$ cat config.mk
export PLATFORM = sky130hd
export DESIGN_NAME = note_matcher
export DESIGN_NICKNAME = d
export VERILOG_FILES = /design/src/rtl/nm_pkg.sv /design/src/rtl/nm_lane_fifo.sv /design/src/rtl/note_matcher.sv
export SDC_FILE = /design/constraint.sdc
export NUM_CORES = 1
export LEC_CHECK = 0
export BUFFER_PORTS_ARGS = -buffer_cell sky130_fd_sc_hd__buf_2
export CAP_MARGIN = 20
export CORE_MARGIN = 2
export CORE_UTILIZATION = 30
export CTS_CLUSTER_SIZE = 16
export DETAILED_ROUTE_END_ITERATION = 8
export GPL_TIMING_DRIVEN = 0
export MAX_ROUTING_LAYER = met4
export PLACE_DENSITY = 0.46
export SETUP_SLACK_MARGIN = 0.3
export SLEW_MARGIN = 15
export SYNTH_ARGS = -nofsm -noshare
export SYNTH_HDL_FRONTEND = slang
export SYNTH_SLANG_ARGS = --single-unit
$ cat constraint.sdc
create_clock -name clk -period 16.3 [get_ports clk]
set_input_delay 3.26 -clock clk [delete_from_list [all_inputs] [get_ports clk]]
set_output_delay 3.26 -clock clk [all_outputs]
set_load 0.02 [all_outputs]
$ cat src/rtl/nm_pkg.sv
// Shared constants and types for the note matcher.
// Lane index, event kinds and sizing live here.
package nm_pkg;
  localparam int LANES  = 5;
  localparam int DEPTH  = 4;
  localparam int TW     = 16;
  localparam int WINDOW = 100;

  typedef logic [2:0] lane_t;

  typedef enum logic [1:0] {
    EV_NONE,
    EV_MATCH,
    EV_MISS,
    EV_GHOST
  } ev_e;
endpackage

$ cat src/rtl/nm_lane_fifo.sv
// Per-lane pending-note FIFO, DEPTH x TW.
// Pop when empty and push when full are ignored.
module nm_lane_fifo
  import nm_pkg::*;
(
  input  logic          clk,
  input  logic          rst_n,
  input  logic          push,
  input  logic          pop,
  input  logic [TW-1:0] din,
  output logic [TW-1:0] head,
  output logic          empty,
  output logic          full
);
  localparam int PW = $clog2(DEPTH);

  logic [TW-1:0] mem_q [DEPTH];
  logic [PW-1:0] wr_q;
  logic [PW-1:0] rd_q;
  logic [PW:0]   cnt_q;
  logic          do_push;
  logic          do_pop;

  assign empty   = (cnt_q == '0);
  assign full    = (cnt_q == (PW+1)'(DEPTH));
  assign do_push = push & ~full;
  assign do_pop  = pop & ~empty;
  assign head    = mem_q[rd_q];

  always_ff @(posedge clk or negedge rst_n) begin
    if (!rst_n) begin
      wr_q  <= '0;
      rd_q  <= '0;
      cnt_q <= '0;
      for (int i = 0; i < DEPTH; i++) begin
        mem_q[i] <= '0;
      end
    end else begin
      if (do_push) begin
        mem_q[wr_q] <= din;
        wr_q        <= wr_q + 1'b1;
      end
      if (do_pop) begin
        rd_q <= rd_q + 1'b1;
      end
      if (do_push && !do_pop) begin
        cnt_q <= cnt_q + 1'b1;
      end else if (do_pop && !do_push) begin
        cnt_q <= cnt_q - 1'b1;
      end
    end
  end
endmodule

$ cat src/rtl/note_matcher.sv
// Judges button presses against queued chart notes.
// One lane is scanned per cycle; events are registered.
module note_matcher
  import nm_pkg::*;
(
  input  logic             clk,
  input  logic             rst_n,
  input  logic             tick,
  input  logic             note_valid,
  input  lane_t            note_lane,
  input  logic [TW-1:0]    note_time,
  output logic             note_ready,
  input  logic [LANES-1:0] btn,
  output logic [TW-1:0]    now,
  output logic             match_en,
  output logic [TW-1:0]    dt,
  output lane_t            match_lane,
  output logic             miss,
  output lane_t            miss_lane,
  output logic             ghost
);
  localparam logic signed [TW-1:0] WIN = TW'(WINDOW);

  logic [TW-1:0]        now_q;
  logic [TW-1:0]        dt_q;
  lane_t                lane_q;
  lane_t                mlane_q;
  lane_t                xlane_q;
  logic                 match_q;
  logic                 miss_q;
  logic                 ghost_q;
  logic [LANES-1:0]     btn_q;
  logic [LANES-1:0]     pend_q;
  logic [LANES-1:0]     pend_d;
  logic [LANES-1:0]     push;
  logic [LANES-1:0]     pop;
  logic [LANES-1:0]     clr;
  logic [LANES-1:0]     empty;
  logic [LANES-1:0]     full;
  logic [TW-1:0]        head [LANES];
  logic [TW-1:0]        head_s;
  logic                 empty_s;
  logic                 pend_s;
  logic signed [TW-1:0] diff;
  logic [TW-1:0]        mag;
  ev_e                  ev;

  always_comb begin
    note_ready = 1'b0;
    push       = '0;
    for (int i = 0; i < LANES; i++) begin
      if (note_lane == lane_t'(i)) begin
        note_ready = ~full[i];
        push[i]    = note_valid & ~full[i];
      end
    end
  end

  for (genvar g = 0; g < LANES; g++) begin : g_lane
    nm_lane_fifo u_fifo (
      .clk   (clk),
      .rst_n (rst_n),
      .push  (push[g]),
      .pop   (pop[g]),
      .din   (note_time),
      .head  (head[g]),
      .empty (empty[g]),
      .full  (full[g])
    );
  end

  // Modular difference keeps notes across the time rollover judgeable.
  always_comb begin
    head_s  = '0;
    empty_s = 1'b1;
    pend_s  = 1'b0;
    for (int i = 0; i < LANES; i++) begin
      if (lane_q == lane_t'(i)) begin
        head_s  = head[i];
        empty_s = empty[i];
        pend_s  = pend_q[i];
      end
    end
    diff = $signed(now_q - head_s);
    mag  = diff[TW-1] ? $unsigned(-diff) : $unsigned(diff);
    ev   = EV_NONE;
    if (!empty_s && diff >= WIN) begin
      ev = EV_MISS;
    end else if (pend_s && !empty_s && diff > -WIN) begin
      ev = EV_MATCH;
    end else if (pend_s) begin
      ev = EV_GHOST;
    end
    pop = '0;
    clr = '0;
    for (int i = 0; i < LANES; i++) begin
      if (lane_q == lane_t'(i)) begin
        pop[i] = (ev == EV_MATCH) || (ev == EV_MISS);
        clr[i] = (ev == EV_MATCH) || (ev == EV_GHOST);
      end
    end
    pend_d = (pend_q & ~clr) | (btn & ~btn_q);
  end

  always_ff @(posedge clk or negedge rst_n) begin
    if (!rst_n) begin
      now_q   <= '0;
      lane_q  <= '0;
      btn_q   <= '0;
      pend_q  <= '0;
      match_q <= 1'b0;
      miss_q  <= 1'b0;
      ghost_q <= 1'b0;
      dt_q    <= '0;
      mlane_q <= '0;
      xlane_q <= '0;
    end else begin
      if (tick) begin
        now_q <= now_q + 1'b1;
      end
      lane_q  <= (lane_q == lane_t'(LANES-1)) ? '0 : lane_q + 1'b1;
      btn_q   <= btn;
      pend_q  <= pend_d;
      match_q <= (ev == EV_MATCH);
      miss_q  <= (ev == EV_MISS);
      ghost_q <= (ev == EV_GHOST);
      dt_q    <= (ev == EV_MATCH) ? mag : '0;
      mlane_q <= (ev == EV_MATCH) ? lane_q : '0;
      xlane_q <= (ev == EV_MISS) ? lane_q : '0;
    end
  end

  assign now        = now_q;
  assign match_en   = match_q;
  assign dt         = dt_q;
  assign match_lane = mlane_q;
  assign miss       = miss_q;
  assign miss_lane  = xlane_q;
  assign ghost      = ghost_q;
endmodule

==> Word level (Yosys, flattened, before mapping) <==
Cells that the tools add are included.
{ "totals": {"ff_bits": 409, "output_inout_bits": 42} }
{ "op_classes": {"mux": 83, "bitwise": 40, "addsub": 24, "reduce_logical": 43, "magnitude_cmp": 17, "n_eq_ne": 16} }
{ "ops": {"columns": ["op", "n"], "rows": [
  ["$mux 16", 22],
  ["$bwmux 64", 5],
  ["$bmux 16 s2", 5],
  ["$demux 16 s2", 5],
  ["$mux 3", 13],
  ["$ge 3x3->1 const B", 10],
  ["$mux 1", 30],
  ["$not 2->3", 10],
  ["$eq 3x3->1 const B", 7],
  ["$logic_not 3->1", 7],
  ["$add 2x1->2 const B", 10],
  ["$add 3x1->3 const B", 6],
  ["$logic_and 1x1->1", 18],
  ["$add 16x1->16 const B", 1],
  ["$ge 16x8->1 const B", 1],
  ["$gt 16x8->1 const B", 1],
  ["$neg 16->16", 1],
  ["$sub 16x16->16", 1],
  ["$and 1x1->1", 15],
  ["$lt 3x1->1 const B", 5],
  ["$sub 3x1->3 const B", 5],
  ["$eq 3x2->1 const B", 4],
  ["$logic_not 1->1", 11],
  ["$and 5x5->5", 2],
  ["other kinds (9)", 28]
]} }

==> Depth between registers and ports, before layout <==
{ "depth": {"word_depth": 21, "mapped_depth": 29, "mapped_depth_nobuf": 26} }

==> Hierarchy <==
Synthesis repeated with hierarchy kept, for this count alone.
{ "unflattened": {"hier_cells": 1442, "area_unflattened_um2": 20088.0} }
{ "by_module_without_submodules": {"columns": ["mod", "seq_area_each_um2", "n_inst", "area_per_inst_um2", "cells_each"], "rows": [
  ["nm_lane_fifo", 1776.7, 5, 3183.1, 190],
  ["note_matcher", 1351.3, 1, 4172.8, 492]
]} }

==> Least setup slack after synthesis <==
OpenSTA, ideal clock, no wires.
{ "synth_timing": {"path_kind": "input-to-output", "startpoint": "in note_lane[1]", "endpoint": "out note_ready", "t_required_ps": 13040, "t_arrival_ps": 3963, "path_buffers": 0, "stages": 3, "slack_ps": 9077, "cell_sequence": "a2111oi_0 -> nor3_1 -> nand2_1"} }
{ "synth_between": {"elab_chain_len": 6, "word_cells_on_any_way": 10, "cone_classes": "eq/ne (4); mux (5); reduce/logical (1)"} }
{ "synth_lines": {"columns": ["element", "line", "source"], "rows": [
  ["from (decl)", "note_matcher.sv:10", "input lane_t note_lane,"],
  ["$logic_not 3->1", "note_matcher.sv:52", "if (note_lane == lane_t'(i)) begin"],
  ["$mux 1 (4 in series)", "note_matcher.sv:52", null],
  ["$mux 1 *", "note_matcher.sv:52", null],
  ["to (decl)", "note_matcher.sv:12", "output logic note_ready,"]
]} }
Every way passes the cells marked *; elsewhere a longest branch is shown, timed or not.

==> Worst setup path in the final report <==
{ "layout_timing": {"startpoint": "reg lane_q[1]", "endpoint": "reg g_lane[3].u_fifo.cnt_q[1]"} }
{ "layout_between": {"elab_chain_len": 18, "word_cells_on_any_way": 40, "cone_classes": "add/sub (1); order compare (2); eq/ne (6); mux (20); bitwise (1); reduce/logical (10)"} }
{ "layout_lines": {"columns": ["element", "line", "source"], "rows": [
  ["from (decl)", "note_matcher.sv:26", "lane_t lane_q;"],
  ["from (signal assigned)", "note_matcher.sv:121", "lane_q <= (lane_q == lane_t'(LANES-1)) ? '0 : lane_q + 1'b1;"],
  ["$logic_not 3->1", "note_matcher.sv:78", "if (lane_q == lane_t'(i)) begin"],
  ["$mux 16 or $mux 1 (tied branches) (5 in series)", "note_matcher.sv:78", null],
  ["$sub 16x16->16 or $logic_not 1->1 (tied branches)", "note_matcher.sv:84, note_matcher.sv:87, note_matcher.sv:89", null],
  ["$gt 16x8->1 or $logic_and 1x1->1 (tied branches)", "note_matcher.sv:89", "end else if (pend_s && !empty_s && diff > -WIN) begin"],
  ["$logic_and 1x1->1", "note_matcher.sv:89", null],
  ["$mux 2", "note_matcher.sv:89", null],
  ["$mux 2", "note_matcher.sv:87", "if (!empty_s && diff >= WIN) begin"],
  ["$eq 2x1->1 or $eq 2x2->1 (tied branches)", "note_matcher.sv:98", "pop[i] = (ev == EV_MATCH) || (ev == EV_MISS);"],
  ["$logic_or 1x1->1", "note_matcher.sv:98", null],
  ["$mux 1 *", "note_matcher.sv:97", "if (lane_q == lane_t'(i)) begin"],
  ["$and 1x1->1 *", "nm_lane_fifo.sv:27", "assign do_pop = pop & ~empty;"],
  ["$logic_not 1->1", "nm_lane_fifo.sv:46", "if (do_push && !do_pop) begin"],
  ["$logic_and 1x1->1", "nm_lane_fifo.sv:46", null],
  ["$mux 3 or $reduce_bool 2->1 (tied branches)", null, null],
  ["to (signal assigned)", "nm_lane_fifo.sv:47", "cnt_q <= cnt_q + 1'b1;"],
  ["to (signal assigned)", "nm_lane_fifo.sv:49", "cnt_q <= cnt_q - 1'b1;"],
  ["to (decl)", "nm_lane_fifo.sv:20", "logic [PW:0] cnt_q;"]
]} }
Marked as above.
A chain may end at the register's enable or synchronous reset.

==> results.md <==
* Outcome: complete, no violations
* TritonCTS Buffers at 48
* Die area at roughly 68000 um^2
* YS warnings at 0
* CP startpoint kind: register
* Net Count, Synth at about 1500
* Clock Path Buffers at 3
* P_sw at roughly 1.7 mW
* Routed via count at 12100
* Fraction of layout cells with a size suffix above 1 at 0.346
* Initial antenna violation count at 2
* Commonest non-fill, non-tap cell in the layout: dfrtp_1
* # IOs at 70
* Fillers at ~6400
* Synth area leaders: dfrtp_1 52%, mux2_2 19%, mux4_2 9.2%
* # port buffers at 53
* Data arrival, critical path at ~9400 ps
* Gpl congestion at roughly 0.8
* LEAKAGE at approximately 10 nW
* Post-route setup TNS at 0 ps
* Drt total wl at 50300 um
* Core area at around 65000 um^2
* Worst hold-check path type: register to register
* CP required at 16770 ps
* Synth top area share at 0.520
* Final Hold Fails at 0
* CTS tree: yes
* Relative slew slack at 0.296
* Detailed Place HPWL at ~36000 um
* CP endpoint kind: register
* Switching Fraction at 0.357
* RSZ-0062 raised after global routing: false
* Starting DRT DRC Count at ~650
* Post-Synthesis Cells at roughly 1500
* Pin count of the biggest net entering global routing at just over 100
* Period utilisation layout at 0.546
* CP Class: register to register
* Chip Width at around 260 um
* Synth Cell Area at slightly below 20000 um^2
* Syn_area_per_cell at 13.5 um^2
* Max IR drop VDD at between 0.1 and 0.15 mV
* Vias in the first global route at approximately 13000
* Asr flop ratio synth at 1.00
* Initial Utilization at 0.304
* Clk_lat worst skew at approximately 600 ps
* Final net count at ~1600
* Worst Clk Skew at 22.6 ps
* H-tree depth at 2
* CTS sink count at between 400 and 500
* Area Overhead vs Synth at 15.8%
* Clock power share at 0.231
* Cell Rows at 93
* Slew @ Worst Pin at around 1000 ps
* EDFF count, synth at 0
* Sequential share of power at 0.347
* First-pass GRT wire length at 79000 um
* Post-synthesis sequential area ratio at 0.520
* Max Slew Vio Count at 0
* Final Critical Period at 8900 ps
* Cell taking the most area after synthesis: dfrtp_1
* Most common flop cell mapped by yosys: dfrtp_1
* Setup violations, final at 0
* Non-filler cells in the finished layout at approximately 2500
* DR WL/cell at 20.5 um
* Max Cap Viol at 0
* Max Freq at between 0.1 and 0.15 GHz
* Placed Instances at between 2000 and 2500
* Yosys reg bits at around 400
* DIE HEIGHT at around 260 um
* Crit path max fanout at 10
* Combinational Power Share at 0.422
* Clock tree root buffer cell: clkbuf_16
* GR Overflow Total at 0
* Antenna Nets Post-Route at 0
* Pwr/cell area at between 200 and 250 nW/um^2
* Drc violations at 0
* DR pass1 iterations at 5
* CTS clock-pin slew for the worst setup and hold paths at approximately 60 ps
* Post-cts resize count at 0
* Synth cell types at 59
* Postcts setup bufs at 0
* Via density at a little under 5
* Gr usage total at 0.157
* Util after Layout at 0.352
* Hold-fix buffers at CTS at 0
* Most frequent cells in the layout: 409 x dfrtp_1, 325 x mux2_2, 98 x clkbuf_1
* Internal power at around 3.1 mW
==> cell families (layout without fill, tap and decap cells) <==
family          count (synthesis)  count (layout)  synth area share
compound gates                154             154            0.0534
xor+xnor                       59              59            0.0263
fa+ha+maj                      56              56            0.0379
buf+inv                       140             286            0.0284
flops                         409             409             0.520
mux                           407             407             0.279
other cells                     0               3                 0
simple gates                  229             229            0.0553
==> power groups by stage <==
stage	Sequential (mW)	Clock (mW)	Combinational [mW]
after floorplan	1.62	0	1.50
after global placement	1.65	0	1.99
after detailed placement	1.66	0	2.02
after CTS	1.65	1.14	2.03
after global routing	1.70	1.18	2.22
final	1.65	1.10	2.01
==> synth_stat cells, types with 3 or more instances <==
master,n
a211o_1,4
xnor2_1,37
inv_1,39
o311ai_0,16
nand4_1,10
nor2_1,59
xor2_1,22
buf_6,3
dfrtp_1,409
a21oi_1,29
and2_1,14
nand2_1,72
o21a_1,9
a221oi_1,16
buf_2,3
mux2_2,325
nor2b_1,5
fa_1,6
nand2b_1,5
nor4_1,4
buf_1,6
and3_1,9
mux4_2,80
o21ai_0,39
nand3_1,11
o22ai_1,5
nor3_1,22
ha_1,50
clkbuf_1,86
and4_1,3
a211oi_1,9
or3_1,7
a21o_1,7
==> layer usage <==
| metal | up-vias | routed length (um) | GRT usage |
|---|---|---|---|
| met2 | 162 | 23400 | 0.241 |
| met5 | - | 0 | - |
| li1 | 5514 | - | - |
| met3 | 77 | 1930 | 0.0285 |
| met1 | 6356 | 23900 | 0.212 |
| met4 | 0 | 1080 | 0.0465 |
==> worst paths after layout <==
kind / start / to / slack [ps] / cells past startpoint
worst max-delay path: lane_q[1] / g_lane[3].u_fifo.cnt_q[1] / 7400 / 25
worst min-delay path: g_lane[1].u_fifo.mem_q[16] / g_lane[1].u_fifo.mem_q[16] / 500 / 1
worst max register to register: lane_q[1] / g_lane[3].u_fifo.cnt_q[1] / 7400 / 25
worst min register to register: g_lane[1].u_fifo.mem_q[16] / g_lane[1].u_fifo.mem_q[16] / 500 / 1
max in group asynchronous: rst_n / dt[0] / 12340 / 3
min in group asynchronous: rst_n / g_lane[2].u_fifo.mem_q[27] / 2600 / 1
==> sequential cells by signal, indices dropped and copies added, names as in the netlist <==
register	flops
g_lane.u_fifo.mem_q	320
dt	16
now	16
g_lane.u_fifo.cnt_q	15
g_lane.u_fifo.rd_q	10
g_lane.u_fifo.wr_q	10
btn_q	5
pend_q	5
lane_q	3
match_lane	3
miss_lane	3
ghost	1
match_en	1
miss	1
==> metrics by stage <==
step                worst slack, ps  hold slack, ps  power, mW  area, um^2
global route                   6780             511       5.10       22800
floorplan                      9080             460       3.12       19700
global placement               3660             481       3.64       21000
detailed placement             7250             487       3.69       21100
finish                         7400             497       4.75       22800
CTS                            7220             500       4.81       22800
==> cell type report <==
cell class	instances	area, um^2	share of cell area
Clock inverter	15	171	0.00753
Sequential cell	409	10200	0.449
Inverter	40	150	0.00659
Multi-Input combinational cell	905	8890	0.390
Buffer	100	409	0.0180
Antenna cell	3	7.51	0.000330
Timing Repair Buffer	58	400	0.0176
Clock buffer	73	1450	0.0636
Tap cell	855	1070	0.0470
==> critical path, cell delays in order (launching register included) <==
cell and delay (ps):
dfrtp_1 410, inv_1 120, ha_1 240, nor2b_1 170, clkbuf_1 570, clkbuf_1 630, a221oi_1 200, o311ai_0 560
o21ai_0 370, ha_1 370, clkbuf_1 220, a21oi_1 230, o21ai_0 240, or4_1 520, o22ai_1 180, xor2_1 380
nand4_1 230, o21ai_0 440, o21ai_0 290, ha_1 430, nor3_1 870, inv_1 130, ha_1 260, inv_1 70
fa_1 400, mux2_2 260
Note: power is estimated with default switching activity, not from simulation.
